**src/rtl/demux_stream_dispatcher_pkg.sv**
```systemverilog
// Shared definitions for the stream dispatcher: mode encodings and the
// holding-register state type.
package demux_stream_dispatcher_pkg;

  localparam logic MODE_RR    = 1'b0;
  localparam logic MODE_FIXED = 1'b1;

  typedef enum logic {
    ST_EMPTY = 1'b0,
    ST_FULL  = 1'b1
  } state_t;

endpackage

```
**src/rtl/demux_stream_dispatcher_next_sel.sv**
```systemverilog
// Round-robin search: returns the first enabled destination at or after
// ptr, wrapping modulo N. found is low when no destination is enabled.
module rr_next_sel #(
  parameter int N  = 4,
  parameter int SW = $clog2(N)
) (
  input  logic [SW-1:0] ptr,
  input  logic [N-1:0]  en_mask,
  output logic [SW-1:0] idx,
  output logic          found
);

  // Scan from the farthest offset back to ptr so the nearest hit wins.
  always_comb begin
    // NOTE: every output gets a default before any conditional assignment,
    // so no path leaves a value unassigned and no latch is inferred.
    idx   = '0;
    found = |en_mask;
    for (int k = N - 1; k >= 0; k--) begin
      if (en_mask[(int'(ptr) + k) % N]) begin
        idx = SW'((int'(ptr) + k) % N);
      end
    end
  end

endmodule

```
**src/rtl/demux_stream_dispatcher.sv**
```systemverilog
// 1-to-N dispatcher for a valid/ready byte stream. One holding register
// carries each accepted beat to a single destination chosen either
// round-robin over enabled outputs or by a fixed select.
module demux_stream_dispatcher
  import demux_stream_dispatcher_pkg::*;
#(
  parameter int N = 4,
  parameter int W = 8,
  localparam int SW = $clog2(N)
) (
  input  logic          clk,
  input  logic          rst,
  input  logic          in_valid,
  output logic          in_ready,
  input  logic [W-1:0]  in_data,
  input  logic          mode,
  input  logic [SW-1:0] fix_sel,
  input  logic [N-1:0]  en_mask,
  output logic [N-1:0]  out_valid,
  input  logic [N-1:0]  out_ready,
  output logic [W-1:0]  out_data,
  output logic [SW-1:0] grant,
  output logic          busy
);

  state_t        state, state_nxt;
  logic [SW-1:0] ptr;
  logic [SW-1:0] rr_idx;
  logic          rr_found;
  logic [SW-1:0] target;
  logic          target_ok;
  logic          drain;
  logic          accept;

  rr_next_sel #(.N(N), .SW(SW)) u_next_sel (
    .ptr     (ptr),
    .en_mask (en_mask),
    .idx     (rr_idx),
    .found   (rr_found)
  );

  // Destination for a beat offered this cycle, and whether it may be taken.
  always_comb begin
    target    = rr_idx;
    target_ok = rr_found;
    if (mode == MODE_FIXED) begin
      target    = fix_sel;
      target_ok = (int'(fix_sel) < N) && en_mask[fix_sel];
    end
  end

  // Drain frees the slot in the same cycle, giving one beat per clock.
  assign drain    = (state == ST_FULL) && out_ready[grant];
  assign in_ready = !rst && ((state == ST_EMPTY) || drain) && target_ok;
  assign accept   = in_valid && in_ready;
  assign busy     = (state == ST_FULL);

  // Next state of the holding register and one-hot output decode.
  always_comb begin
    state_nxt = state;
    out_valid = '0;
    case (state)
      ST_EMPTY: if (accept) state_nxt = ST_FULL;
      ST_FULL: begin
        out_valid[grant] = 1'b1;
        if (accept)     state_nxt = ST_FULL;
        else if (drain) state_nxt = ST_EMPTY;
      end
      default: state_nxt = ST_EMPTY;
    endcase
  end

  // State, held beat, its grant and the round-robin pointer.
  always_ff @(posedge clk or posedge rst) begin
    // NOTE: the data register is reset too, because out_data is visible
    // to every consumer and must read as zero straight out of reset.
    if (rst) begin
      state    <= ST_EMPTY;
      out_data <= '0;
      grant    <= '0;
      ptr      <= '0;
    end else begin
      // NOTE: non-blocking assignments so every register samples the
      // pre-edge values regardless of statement order.
      state <= state_nxt;
      if (accept) begin
        out_data <= in_data;
        grant    <= target;
        if (mode == MODE_RR) begin
          ptr <= (target == SW'(N - 1)) ? '0 : target + 1'b1;
        end
      end
    end
  end

endmodule

```
**config.mk**
```make
export PLATFORM = sky130hd
export DESIGN_NAME = demux_stream_dispatcher
export DESIGN_NICKNAME = d
export VERILOG_FILES = /design/src/rtl/demux_stream_dispatcher_pkg.sv /design/src/rtl/demux_stream_dispatcher_next_sel.sv /design/src/rtl/demux_stream_dispatcher.sv
export SDC_FILE = /design/constraint.sdc
export NUM_CORES = 1
export LEC_CHECK = 0
export CAP_MARGIN = 20
export CORE_MARGIN = 2
export CORE_UTILIZATION = 35
export DETAILED_ROUTE_END_ITERATION = 8
export MAX_ROUTING_LAYER = met4
export PLACE_DENSITY = 0.71
export REMOVE_ABC_BUFFERS = 1
export SLEW_MARGIN = 40
export SYNTH_ARGS = -nofsm -noshare
export SYNTH_HDL_FRONTEND = slang
export SYNTH_SLANG_ARGS = --single-unit
```
**constraint.sdc**
```tcl
create_clock -name clk -period 1.98 [get_ports clk]
set_clock_uncertainty 0.2 [all_clocks]
set_input_delay 0.297 -clock clk [delete_from_list [all_inputs] [get_ports clk]]
set_output_delay 0.297 -clock clk [all_outputs]
set_load 0.005 [all_outputs]
```
## Word-level counts from Yosys, hierarchy flattened

Cells that the tools add are included.

- Add/sub/neg operators: 4
- Order comparisons: 7
- Eq/ne operators: 1
- Muxes and demuxes: 29
- Bitwise gates (word level): 5
- Reductions and logical operators: 12

Operator list:

| cell | number |
|---|---|
| 1-bit two-way mux | 14 |
| 1-bit binary-select mux with 2-bit select | 6 |
| 3-bit by 4-bit < comparator with 1-bit output, second input constant | 3 |
| 2-bit two-way mux | 6 |
| 2-bit by 3-bit < comparator with 1-bit output, second input constant | 3 |
| 2-bit OR reduction | 3 |
| 1-bit logical AND | 5 |
| 2-bit by 1-bit adder with 2-bit output, second input constant | 2 |
| 2-bit adder, second input constant | 2 |
| 4-bit two-way mux | 1 |
| 4-bit OR reduction | 1 |
| 1-bit AND, first input constant | 3 |
| 1-bit demux with 2-bit select | 1 |
| 2-bit == test, second input constant | 1 |
| 2-bit by 1-bit >= comparator with 1-bit output, second input constant | 1 |
| 1-bit inverter | 2 |
| 1-bit one-hot mux with 2 select lines | 1 |
| 2-bit AND reduction | 1 |
| 1-bit logical NOT | 1 |
| 1-bit logical OR | 1 |

- Bits in registers: 13
- Input bits: 22
- Output and inout bits: 16
- Word-level logic and storage cells: 62

## Longest topological paths before layout

Gate-level depths: netlist (run 1).

- Depth in word-level cells: 13
- Gate-level depth with buffers: 7
- Depth with buffers taken out: 5

## Hierarchy

Synthesis (run 1) repeated with hierarchy kept, for this count alone.

- Cells, all modules: 61
- Area, all modules: 773.2 um2

Modules (own cells, without submodules):

| module | times used | cells an instance | area an instance (um2) | sequential area each (um2) |
|---|---|---|---|---|
| demux_stream_dispatcher | 1 | 48 | 695.7 | 325.3 |
| rr_next_sel | 1 | 13 | 77.6 | 0.0 |

## Worst setup path after synthesis (run 1)

No wires, ideal clock.

- Path type: input port to flip-flop
- Start point: in mode
- End point: reg grant[0]
- Setup time: 0.125 ns
- Data arrival time: 1.618 ns
- Data required time: 1.655 ns
- Slack: 0.037 ns
- Stages on the path: 6
- Buffers on the path: 2
- Cells stage by stage: buf_4 -> or4_1 -> a21oi_1 -> nand4b_4 -> buf_6 -> mux2_4

- Longest elaborated chain between the ends: 3
- Elaborated cells on any way between the ends: 4
- Those cells by class: mux: 2; reduce/logical: 2

Ends and longest elaborated chain:

| what | RTL line | source |
|---|---|---|
| start, declared | demux_stream_dispatcher.sv:16 | `input logic mode,` |
| 1-bit two-way mux | demux_stream_dispatcher.sv:46 | `if (mode == MODE_FIXED) begin` |
| 1-bit logical AND | demux_stream_dispatcher.sv:54 | `assign in_ready = !rst && ((state == ST_EMPTY) \|\| drain) && target_ok;` |
| 1-bit logical AND | demux_stream_dispatcher.sv:55 | `assign accept = in_valid && in_ready;` |
| end signal, assigned | demux_stream_dispatcher.sv:88 | `grant <= target;` |
| end, declared | demux_stream_dispatcher.sv:22 | `output logic [SW-1:0] grant,` |

Parallel ways exist; a longest one is shown, timed or not.
A chain may end at the register's enable or synchronous reset.

## Final worst setup path (run 1)

- Start point: reg grant[1]
- End point: reg out_data[2]

- Longest elaborated chain between the ends: 7

Ends and longest elaborated chain:

| what | RTL line | source |
|---|---|---|
| 1-bit binary-select mux with 2-bit select | demux_stream_dispatcher.sv:53 | `assign drain = (state == ST_FULL) && out_ready[grant];` |
| 1-bit two-way mux (not written as such) | demux_stream_dispatcher.sv:53 |  |
| 1-bit logical AND | demux_stream_dispatcher.sv:53 |  |
| 1-bit logical OR | demux_stream_dispatcher.sv:54 |  |
| 1-bit logical AND (2 in a row) | demux_stream_dispatcher.sv:54 |  |
| 1-bit logical AND | demux_stream_dispatcher.sv:55 |  |
| end signal, assigned | demux_stream_dispatcher.sv:87 | `out_data <= in_data;` |
| end, declared | demux_stream_dispatcher.sv:21 | `output logic [W-1:0] out_data,` |

No other way between the ends. The select of a mux whose other input is x is not followed.

==> metrics.txt, run 1 <==
status finished, violations left; failing checks negative setup slack; worst reg2reg path depth 6; register area share after synthesis 0.414; PwrDens 1040 nW/µm²; Min-Delay Path Class input port to asynchronous set/reset pin; Vias/cell 4.80; r2r setup slk -0.0006 ns; CTS Buffer Depth 2; RSZ-0062 raised after global routing yes; Post-Syn Instances 72; post-DR wirelength/cell around 13 µm; DRT iter0 DRCs 7; core area 2170 µm²; worst skew pair latency 0.28 ns; die height 51.4 µm; Routed WL approximately 2200 µm; ANT cells 0; CTS Root Cell clkbuf_4; CP max stage cell dfrtp_1; crit path kind flip-flop to flip-flop; Finish-stage setup viols 1; # IOs 38; DP Wirelength 1620 µm; Yosys cell types 29; worst r2r src grant[1]$_DFFE_PP0P_; initial core utilization 0.362; port bufs 37; RePlAce Congestion 0.786; first-pass GRT wire length about 3300 µm; gr usage total 0.171; Die X about 51 µm; Worst-path clk slew about 0.080 ns; fin nets 157; Yosys top cell area share 0.414; met3 WL post-DR 110 µm; clk sinks 13; nature of the critical path endpoint flip-flop; min Tclk post-route 1.98 ns; Top Metal Used met4; largest stage delay on the critical path 0.43 ns; CTS Buf Count 3; maximum vdd drop between 0.6 and 0.7 mV; total number of vias ~800; crit-path max FO 6; WL met1 roughly 900 µm; CP Launch Type flip-flop; htree depth 1; max-slew violations 0; vias in the first global route 803; Fin Hold WS around 0.19 ns; post-route ant nets 0; average size of a mapped cell 10.9 µm²; Lkg Pwr 0.703 nW; Final WS setup -0.000590 ns; Warnings, synthesis 0; Rows 17; period utilization 1.00; antenna violations before repair 0; Arr. time, crit path 1.95 ns; quantity of hold-fixing buffers added after cts 0; share of layout cells above drive strength 1 0.358; Mapped Area between 700 and 800 µm²; RR Endpoint out_data[2]$_DFFE_PP0P_; drc violations 0; gr ovfl total 0; Syn-to-layout area delta 80.9%; CP required 1.95 ns; first drt pass iteration count 4; max_cap viols 0; critical-path cell list mux2_4, o22a_1, buf_6, nand4b_4, buf_12, mux2_4; Final Hold Vio Count 0; Worst slew margin 0.669; largest area contributor in the netlist dfrtp_1; maximum operating frequency between 500 and 600 MHz; Die Area 2640 µm²; largest net degree at the start of global routing 14; worst slew pin tran 0.496 ns; cell mode on critical path mux2_4; Synth area leaders dfrtp_1 41%, mux2_4 13%, mux2_2 7.2%, nor2_1 3.8%, nand4b_4 3.0%; DR WL met2 1120 µm; Yosys reg bits 13; Pwr Total 0.00148 W; CTS tree built
sequential cells by signal, summed over array words and instances, names as in the netlist:
name,cells
ptr,2
busy,1
out_data,8
grant,2
per-stage QoR:
stage / utilization / cell area (µm²) / TNS [ns] / setup WS (ns) / instances
after detailed placement: 0.596 / 1290 / -6.14 / -0.602 / 151
final: 0.655 / 1420 / -0.000590 / -0.000590 / 162
after global routing: 0.655 / 1420 / -0.631 / -0.0704 / 162
after CTS: 0.649 / 1410 / 0 / 0.000585 / 162
after global placement: 0.596 / 1290 / -5.68 / -0.498 / 151
after floorplan: - / 767 / 0 / 0.0302 / 70
kinds of logic (layout without fill, tap and decap cells):
| kind of cell | after synthesis | in the layout | share of synthesized area |
|---|---|---|---|
| AO/OA/AOI/OAI | 16 | 16 | 0.145 |
| buffers and inverters | 6 | 68 | 0.0430 |
| flip-flops | 13 | 13 | 0.414 |
| multiplexers | 13 | 13 | 0.218 |
| AND/OR/NAND/NOR | 24 | 24 | 0.180 |
repair_timing:
| action | 4_1_cts | 5_1_grt |
|---|---|---|
| setup buffers | 8 | 0 |
| endpoints found under the hold margin | 0 | 0 |
| gates resized for setup | 27 | 5 |
| pin swaps | 5 | 1 |
| endpoints found under the setup margin | 15 | 13 |
how the worst max path moves through the flow:
stage                         startpoint                 endpoint  cells past startpoint
floorplan           grant[1]$_DFFE_PP0P_       ptr[0]$_DFFE_PP0P_                      5
global placement              fix_sel[1]       ptr[0]$_DFFE_PP0P_                      7
detailed placement            fix_sel[1]       ptr[0]$_DFFE_PP0P_                      7
CTS                 grant[1]$_DFFE_PP0P_             out_valid[3]                      4
global route        grant[1]$_DFFE_PP0P_       ptr[1]$_DFFE_PP0P_                      8
finish              grant[1]$_DFFE_PP0P_  out_data[2]$_DFFE_PP0P_                      6
cells in the mapped netlist, drive strengths merged:
library cell   n
mux2i          1
or4            1
nand2          5
nor4bb         1
o221ai         1
a311oi         1
mux2          12
a21oi          3
nand4b         1
a2bb2oi        1
nor2b          3
o22a           1
buf            2
inv            4
or2            1
nand3          1
o21ai          4
dfrtp         13
nand2b         1
o211ai         1
o22ai          1
a31oi          1
nor4           1
o21ba          1
or3b           1
nor2           8
o21bai         1
routing by layer:
| layer | up-vias | GRT usage |
|---|---|---|
| li1 | 387 | - |
| met1 | 361 | 0.187 |
| met2 | 26 | 0.299 |
| met3 | 4 | 0.0468 |
| met4 | 0 | 0.0570 |
| met5 | - | - |
power by group:
part / internal, W / total [W] / switching, W
registers: 0.000384 / 0.000483 / 0.000100
clock network: 0.0000783 / 0.000167 / 0.0000886
logic: 0.000567 / 0.000832 / 0.000266
area by class of cell:
cell class                 instances  area, µm²
tap                               28       35.0
inverter                           4       15.0
timing repair buffer              60        558
fill                             163        748
clock buffer                       4       26.3
multi-input combinational         53        462
sequential                        13        325
critical path, delay by kind of cell (launching register included):
family | cells | cell delay [ns]
AND/OR/NAND/NOR | 1 | 0.12
buffers and inverters | 2 | 0.27
multiplexers | 2 | 0.60
AO/OA/AOI/OAI | 1 | 0.24
flip-flops | 1 | 0.43
placed cells by master (no fill, tap or decap), drive strengths merged, types with 3 or more instances in the layout:
cell / count
dfrtp: 13
nor2b: 3
dlygate4sd2: 6
a21oi: 3
o21ai: 4
clkbuf: 4
inv: 4
clkdlybuf4s15: 4
nor2: 8
nand2: 5
mux2: 12
buf: 24
clkdlybuf4s50: 25
(Power assumes the default switching activity.)
==> run 2: changes to the inputs <==
--- a/config.mk
+++ b/config.mk
@@ -12,6 +12,7 @@
 export MAX_ROUTING_LAYER = met4
 export PLACE_DENSITY = 0.71
 export REMOVE_ABC_BUFFERS = 1
+export SETUP_SLACK_MARGIN = 0.15
 export SLEW_MARGIN = 40
 export SYNTH_ARGS = -nofsm -noshare
 export SYNTH_HDL_FRONTEND = slang
==> run 2 against run 1 <==
The run still ends with negative setup slack left. Worst hold slack gained 0.012 ns. Sequential share of layout area down 0.74 points. Sequential power is essentially flat. Clock power is essentially flat.
==> metrics.txt, run 2 (synthesis gave the netlist of run 1 again) <==
RR Endpoint out_data[2]$_DFFE_PP0P_; gr ovfl total 0 (unchanged); Arr. time, crit path 1.97 ns (+0.02 ns); P_int 0.00105 W (+2.1%); port bufs 37 (unchanged); total number of vias 814 (+4.6%); Final Hold Vio Count 0 (unchanged); sw frac 0.308 (+0.00165); CP bufs+invs 2 (unchanged); crit-path max FO 6 (unchanged); Finish-stage setup viols 11 (+10); cell mode on critical path mux2_4; vias in the first global route 830 (+3.4%); Pwr Total 0.00152 W (+2.4%); first-pass GRT wire length 3490 µm (+5.0%); dpl ws -0.602 ns (unchanged); crit path kind flip-flop to flip-flop; met3 usage 0.0497 (+0.00292); gr usage total 0.182 (+0.0108); maximum operating frequency 500 MHz (-1.1%); fin area 1470 µm² (+3.3%); clk sinks 13 (unchanged); Die Area 2640 µm² (unchanged); CTS Root Cell clkbuf_4; worst skew pair latency 0.28 ns (about the same); critical-path cell list mux2_4, o22a_1, buf_6, nand4b_4, buf_12, mux2_4; part of the power in combinational logic 0.572 (+0.011); met1 Use GR 0.190 (+0.00370); Rows 17 (unchanged); DP Wirelength 1620 µm (unchanged); Worst slew margin 0.661 (-0.00790); busiest grt layer met2; ANT cells 0 (unchanged); CTS Buf Count 3 (unchanged); die height 51.4 µm (unchanged); post-route ant nets 0 (unchanged); status finished, violations left; CP Launch Type flip-flop; Final WS setup -0.0219 ns (-0.0213 ns); Top delay family on crit path multiplexers; max_cap viols 0 (unchanged); worst r2r src grant[1]$_DFFE_PP0P_; Regs by FF count out_data: 8 flops, grant: 2 flops, ptr: 2 flops; # IOs 38 (unchanged); maximum vdd drop 0.716 mV (+13%); Routed WL 2320 µm (+7.7%); antenna violations before repair 0 (unchanged); multi-input logic area 473 µm² (+2.4%); Die X 51.4 µm (unchanged); min Tclk post-route 2.00 ns (+0.0213 ns); post-DR wirelength/cell 14.0 µm (+5.1%); dpl cell area 1290 µm² (unchanged); register share of total power 0.319 (-0.007); drc violations 0 (unchanged); sw power 0.000468 W (+2.9%); flip-flop count of the largest register after layout 8 (unchanged); fin nets 161 (+2.5%); initial core utilization 0.362 (unchanged); core area 2170 µm² (unchanged); nature of the critical path endpoint flip-flop; largest net degree at the start of global routing 14 (unchanged); largest stage delay on the critical path 0.44 ns (about the same); Syn-to-layout area delta 86.9%; met2 Use GR 0.323 (+0.0235); Vias/cell 4.90 (+2.1%); max-slew violations 0 (unchanged); DRT iter0 DRCs 17 (+10); fill cell count 161 (-1.2%); CP max stage cell dfrtp_1; most common cell after layout, fill and taps aside clkdlybuf4s50_1; CTS tree built; PwrDens 1030 nW/µm² (-0.95%); register area 325 µm² (unchanged); Largest Register out_data; Min-Delay Path Class input port to asynchronous set/reset pin; RSZ-0062 raised after global routing yes; failing checks negative setup slack; htree depth 1 (unchanged); worst reg2reg path depth 6 (unchanged); Worst-path clk slew 0.08 ns (about the same); period utilization 1.01 (+0.0107); CTS Buffer Depth 2 (unchanged); most frequent cells in the layout 24 x clkdlybuf4s50_1, 20 x buf_4, 13 x dfrtp_1, 12 x mux2_4, 7 x nor2_1; RePlAce Congestion 0.786 (unchanged); worst slew pin tran 0.508 ns (+0.0118 ns); Clock power frac 0.109 (-0.004); Lkg Pwr 0.743 nW (+5.7%); CP required 1.94 ns (about the same); first drt pass iteration count 4 (unchanged); share of layout cells above drive strength 1 0.406 (+0.0476); r2r setup slk -0.02 ns (-0.02 ns)
## run 2: repair_timing
item / 4_1_cts / 5_1_grt
hold buffers: 0 / 0
setup buffers: 9 / 2
endpoints found under the setup margin: 18 / 15
hold endpoints to repair: 0 / 0
gates resized for setup: 38 / 6
pin swaps: 8 / 4
## run 2: per-layer routing
metal / vias up / wire, µm
met4: 0 / 48
li1: 398 / -
met1: 388 / 905
met2: 22 / 1270
met3: 6 / 97
met5: - / 0
## run 2: stage by stage
step / std cells / hold WS (ns) / setup TNS [ns] / utilization
2_1_floorplan: 70 / -0.0260 / 0 / -
3_3_place_gp: 151 / 0.296 / -5.68 / 0.596
3_5_place_dp: 151 / 0.300 / -6.14 / 0.596
4_1_cts: 164 / 0.214 / -0.105 / 0.657
5_1_grt: 166 / 0.231 / -0.965 / 0.677
6_report: 166 / 0.204 / -0.179 / 0.677
## run 2: power groups by stage
stage          Combinational (W)  Clock (W)  Sequential, W
2_1_floorplan           0.000312          0       0.000483
3_3_place_gp            0.000738          0       0.000478
3_5_place_dp            0.000757          0       0.000487
4_1_cts                 0.000840   0.000168       0.000480
5_1_grt                 0.000937   0.000188       0.000497
6_report                0.000869   0.000165       0.000484
## run 2: worst max path at each step
stage               slack [ns]  cells after the start                 start                 endpoint
detailed placement       -0.60                      7            fix_sel[1]       ptr[0]$_DFFE_PP0P_
global route              -0.1                      8  grant[1]$_DFFE_PP0P_       ptr[1]$_DFFE_PP0P_
floorplan                 0.03                      5  grant[1]$_DFFE_PP0P_       ptr[0]$_DFFE_PP0P_
CTS                      -0.02                      6  grant[1]$_DFFE_PP0P_  out_data[0]$_DFFE_PP0P_
finish                   -0.02                      6  grant[1]$_DFFE_PP0P_  out_data[2]$_DFFE_PP0P_
global placement         -0.50                      7            fix_sel[1]       ptr[0]$_DFFE_PP0P_
## run 2: worst register-to-register path, stage by stage (launching register included)
cell	delay, ns
dfrtp_1	0.44
mux2_4	0.31
o22a_1	0.22
buf_6	0.13
nand4b_4	0.14
buf_12	0.15
mux2_4	0.30
## run 2: layout make-up
| cell class | count | share of cell area |
|---|---|---|
| timing repair buffer | 64 | 0.405 |
| tap | 28 | 0.0239 |
| sequential | 13 | 0.221 |
| multi-input combinational | 53 | 0.322 |
| inverter | 4 | 0.0102 |
| clock buffer | 4 | 0.0179 |
==> run 3: changes to the inputs <==
--- a/config.mk
+++ b/config.mk
@@ -8,12 +8,13 @@
 export CAP_MARGIN = 20
 export CORE_MARGIN = 2
 export CORE_UTILIZATION = 35
+export CTS_CLUSTER_DIAMETER = 120
 export DETAILED_ROUTE_END_ITERATION = 8
 export MAX_ROUTING_LAYER = met4
 export PLACE_DENSITY = 0.71
 export REMOVE_ABC_BUFFERS = 1
-export SETUP_SLACK_MARGIN = 0.15
 export SLEW_MARGIN = 40
 export SYNTH_ARGS = -nofsm -noshare
 export SYNTH_HDL_FRONTEND = slang
 export SYNTH_SLANG_ARGS = --single-unit
+export TNS_END_PERCENT = 20
==> run 3 against run 2 <==
The flow still finishes with violations (negative setup slack). Via count down 3.7%. Design area down 3.8%. Flip-flop and latch count unchanged. Clock power about the same. Critical path type unchanged. Largest power group unchanged.
==> metrics.txt, run 3 (synthesis gave the netlist of run 1 again) <==
core area 2170 µm² (unchanged); PwrDens 1050 nW/µm² (+1.6%); RePlAce Congestion 0.786 (unchanged); CP Launch Type flip-flop; max-slew violations 0 (unchanged); CP bufs+invs 2 (unchanged); most common cell after layout, fill and taps aside clkdlybuf4s50_1; CP max stage cell dfrtp_1; part of the power in combinational logic 0.561 (-0.011); max_cap viols 0 (unchanged); worst reg2reg path depth 6 (unchanged); register area 325 µm² (unchanged); critical-path cell list mux2_4, o22a_1, buf_6, nand4b_4, buf_12, mux2_4; largest net degree at the start of global routing 14 (unchanged); period utilization 1.00 (-0.0102); RSZ-0062 raised after global routing yes; non-filler cells, final 163 (-1.8%); post-route ant nets 0 (unchanged); die height 51.4 µm (unchanged); antenna violations before repair 0 (unchanged); quantity of hold-fixing buffers added after cts 0 (unchanged); fin nets 158 (-1.9%); P_int 0.00103 W (-2.2%); multi-input logic area 462 µm² (-2.4%); cell mode on critical path mux2_4; DP Wirelength 1620 µm (unchanged); Arr. time, crit path 1.95 ns (-0.02 ns); maximum vdd drop 0.635 mV (-11%); worst skew pair latency 0.28 ns (about the same); register share of total power 0.327 (+0.008); Regs by FF count out_data: 8 flops, grant: 2 flops, ptr: 2 flops; min Tclk post-route 1.98 ns (-0.0202 ns); share of layout cells above drive strength 1 0.378 (-0.0280); first-pass GRT wire length 3400 µm (-2.6%); htree depth 1 (unchanged); r2r setup slk -0.002 ns (+0.02 ns); first drt pass iteration count 4 (unchanged); RR Endpoint out_data[2]$_DFFE_PP0P_; port bufs 37 (unchanged); Top delay family on crit path multiplexers; CTS tree built; nature of the critical path endpoint flip-flop; Largest Register out_data; flip-flop count of the largest register after layout 8 (unchanged); Clock power frac 0.112 (+0.003); sw power 0.000455 W (-2.6%); initial core utilization 0.362 (unchanged); Die Area 2640 µm² (unchanged); gr usage total 0.175 (-0.00697); vias in the first global route 809 (-2.5%); CTS Buffer Depth 2 (unchanged); # IOs 38 (unchanged); Final WS setup -0.00164 ns (+0.0202 ns); Worst slew margin 0.668 (+0.00691); Rows 17 (unchanged); fill cell count 166 (+3.1%); sw frac 0.307 (-0.000975); Finish-stage setup viols 2 (-9); Syn-to-layout area delta 79.8%; most frequent cells in the layout 25 x clkdlybuf4s50_1, 20 x buf_4, 13 x dfrtp_1, 12 x mux2_4, 8 x nor2_1; Final Hold Vio Count 0 (unchanged); post-DR wirelength/cell 13.4 µm (-4.2%); clk sinks 13 (unchanged); worst r2r src grant[1]$_DFFE_PP0P_; gr ovfl total 0 (unchanged); CTS Buf Count 3 (unchanged); ANT cells 0 (unchanged); CP required 1.95 ns (about the same); Vias/cell 4.81 (-1.9%); drc violations 0 (unchanged); CTS Root Cell clkbuf_4; maximum operating frequency 505 MHz (+1.0%); Die X 51.4 µm (unchanged); Pwr Total 0.00148 W (-2.3%); Worst-path clk slew 0.08 ns (about the same); Routed WL 2180 µm (-5.9%); crit-path max FO 6 (unchanged); status finished, violations left; total number of vias 784 (-3.7%); Lkg Pwr 0.706 nW (-5.0%); Min-Delay Path Class input port to asynchronous set/reset pin; crit path kind flip-flop to flip-flop; setup_tns -0.00211 ns (+0.177 ns); DRT iter0 DRCs 10 (-7); worst slew pin tran 0.498 ns (-0.0104 ns); failing checks negative setup slack; largest stage delay on the critical path 0.43 ns (about the same); Inst Count DP 151 (unchanged); Fin Hold WS 0.193 ns (-0.0111 ns)
[run 3: changes by cell type in the layout (fill, tap and decap cells not counted), sizes merged]
| cell | change |
|---|---|
| buf | -3 |
| clkdlybuf4s50 | +1 |
| dlymetal6s2s | -1 |
[run 3: metal layers]
layer | global-route usage | share of wire | wire length [µm]
met5 | - | 0 | 0
met4 | 0.0570 | 0.013 | 29
met3 | 0.0468 | 0.050 | 109
met2 | 0.303 | 0.52 | 1140
met1 | 0.194 | 0.41 | 901
[run 3: timing repair]
action | 4_1_cts | 5_1_grt
buffers inserted | 8 | 0
pin swaps | 5 | 1
endpoints found under the hold margin | 0 | 0
gates resized for setup | 33 | 4
endpoints found under the setup margin | 15 | 13
[run 3: metrics by stage]
step	utilization	cell area (µm²)	worst slack [ns]
2_1_floorplan	-	767	0.0302
3_3_place_gp	0.596	1290	-0.498
3_5_place_dp	0.596	1290	-0.602
4_1_cts	0.645	1400	0.000585
5_1_grt	0.651	1410	-0.0704
6_report	0.651	1410	-0.00164
[run 3: layout make-up]
| type | count | area share |
|---|---|---|
| Sequential cell | 13 | 0.230 |
| Clock buffer | 4 | 0.0186 |
| Timing Repair Buffer | 61 | 0.389 |
| Tap cell | 28 | 0.0248 |
| Multi-Input combinational cell | 53 | 0.327 |
| Inverter | 4 | 0.0106 |
[run 3: worst max-delay path by stage]
stage                                     from  cells past startpoint  slack (ns)                 endpoint
after global placement              fix_sel[1]                      7       -0.50       ptr[0]$_DFFE_PP0P_
after floorplan           grant[1]$_DFFE_PP0P_                      5        0.03       ptr[0]$_DFFE_PP0P_
final                     grant[1]$_DFFE_PP0P_                      6      -0.002  out_data[2]$_DFFE_PP0P_
after detailed placement            fix_sel[1]                      7       -0.60       ptr[0]$_DFFE_PP0P_
after global routing      grant[1]$_DFFE_PP0P_                      8       -0.07       ptr[1]$_DFFE_PP0P_
after CTS                 grant[1]$_DFFE_PP0P_                      4      0.0006             out_valid[3]
[run 3: power groups by stage]
| stage | registers, W | clock network (W) | logic [W] |
|---|---|---|---|
| after floorplan | 0.000483 | 0 | 0.000312 |
| after global placement | 0.000478 | 0 | 0.000738 |
| after detailed placement | 0.000487 | 0 | 0.000757 |
| after CTS | 0.000479 | 0.000168 | 0.000822 |
| after global routing | 0.000496 | 0.000185 | 0.000898 |
| final | 0.000485 | 0.000166 | 0.000832 |
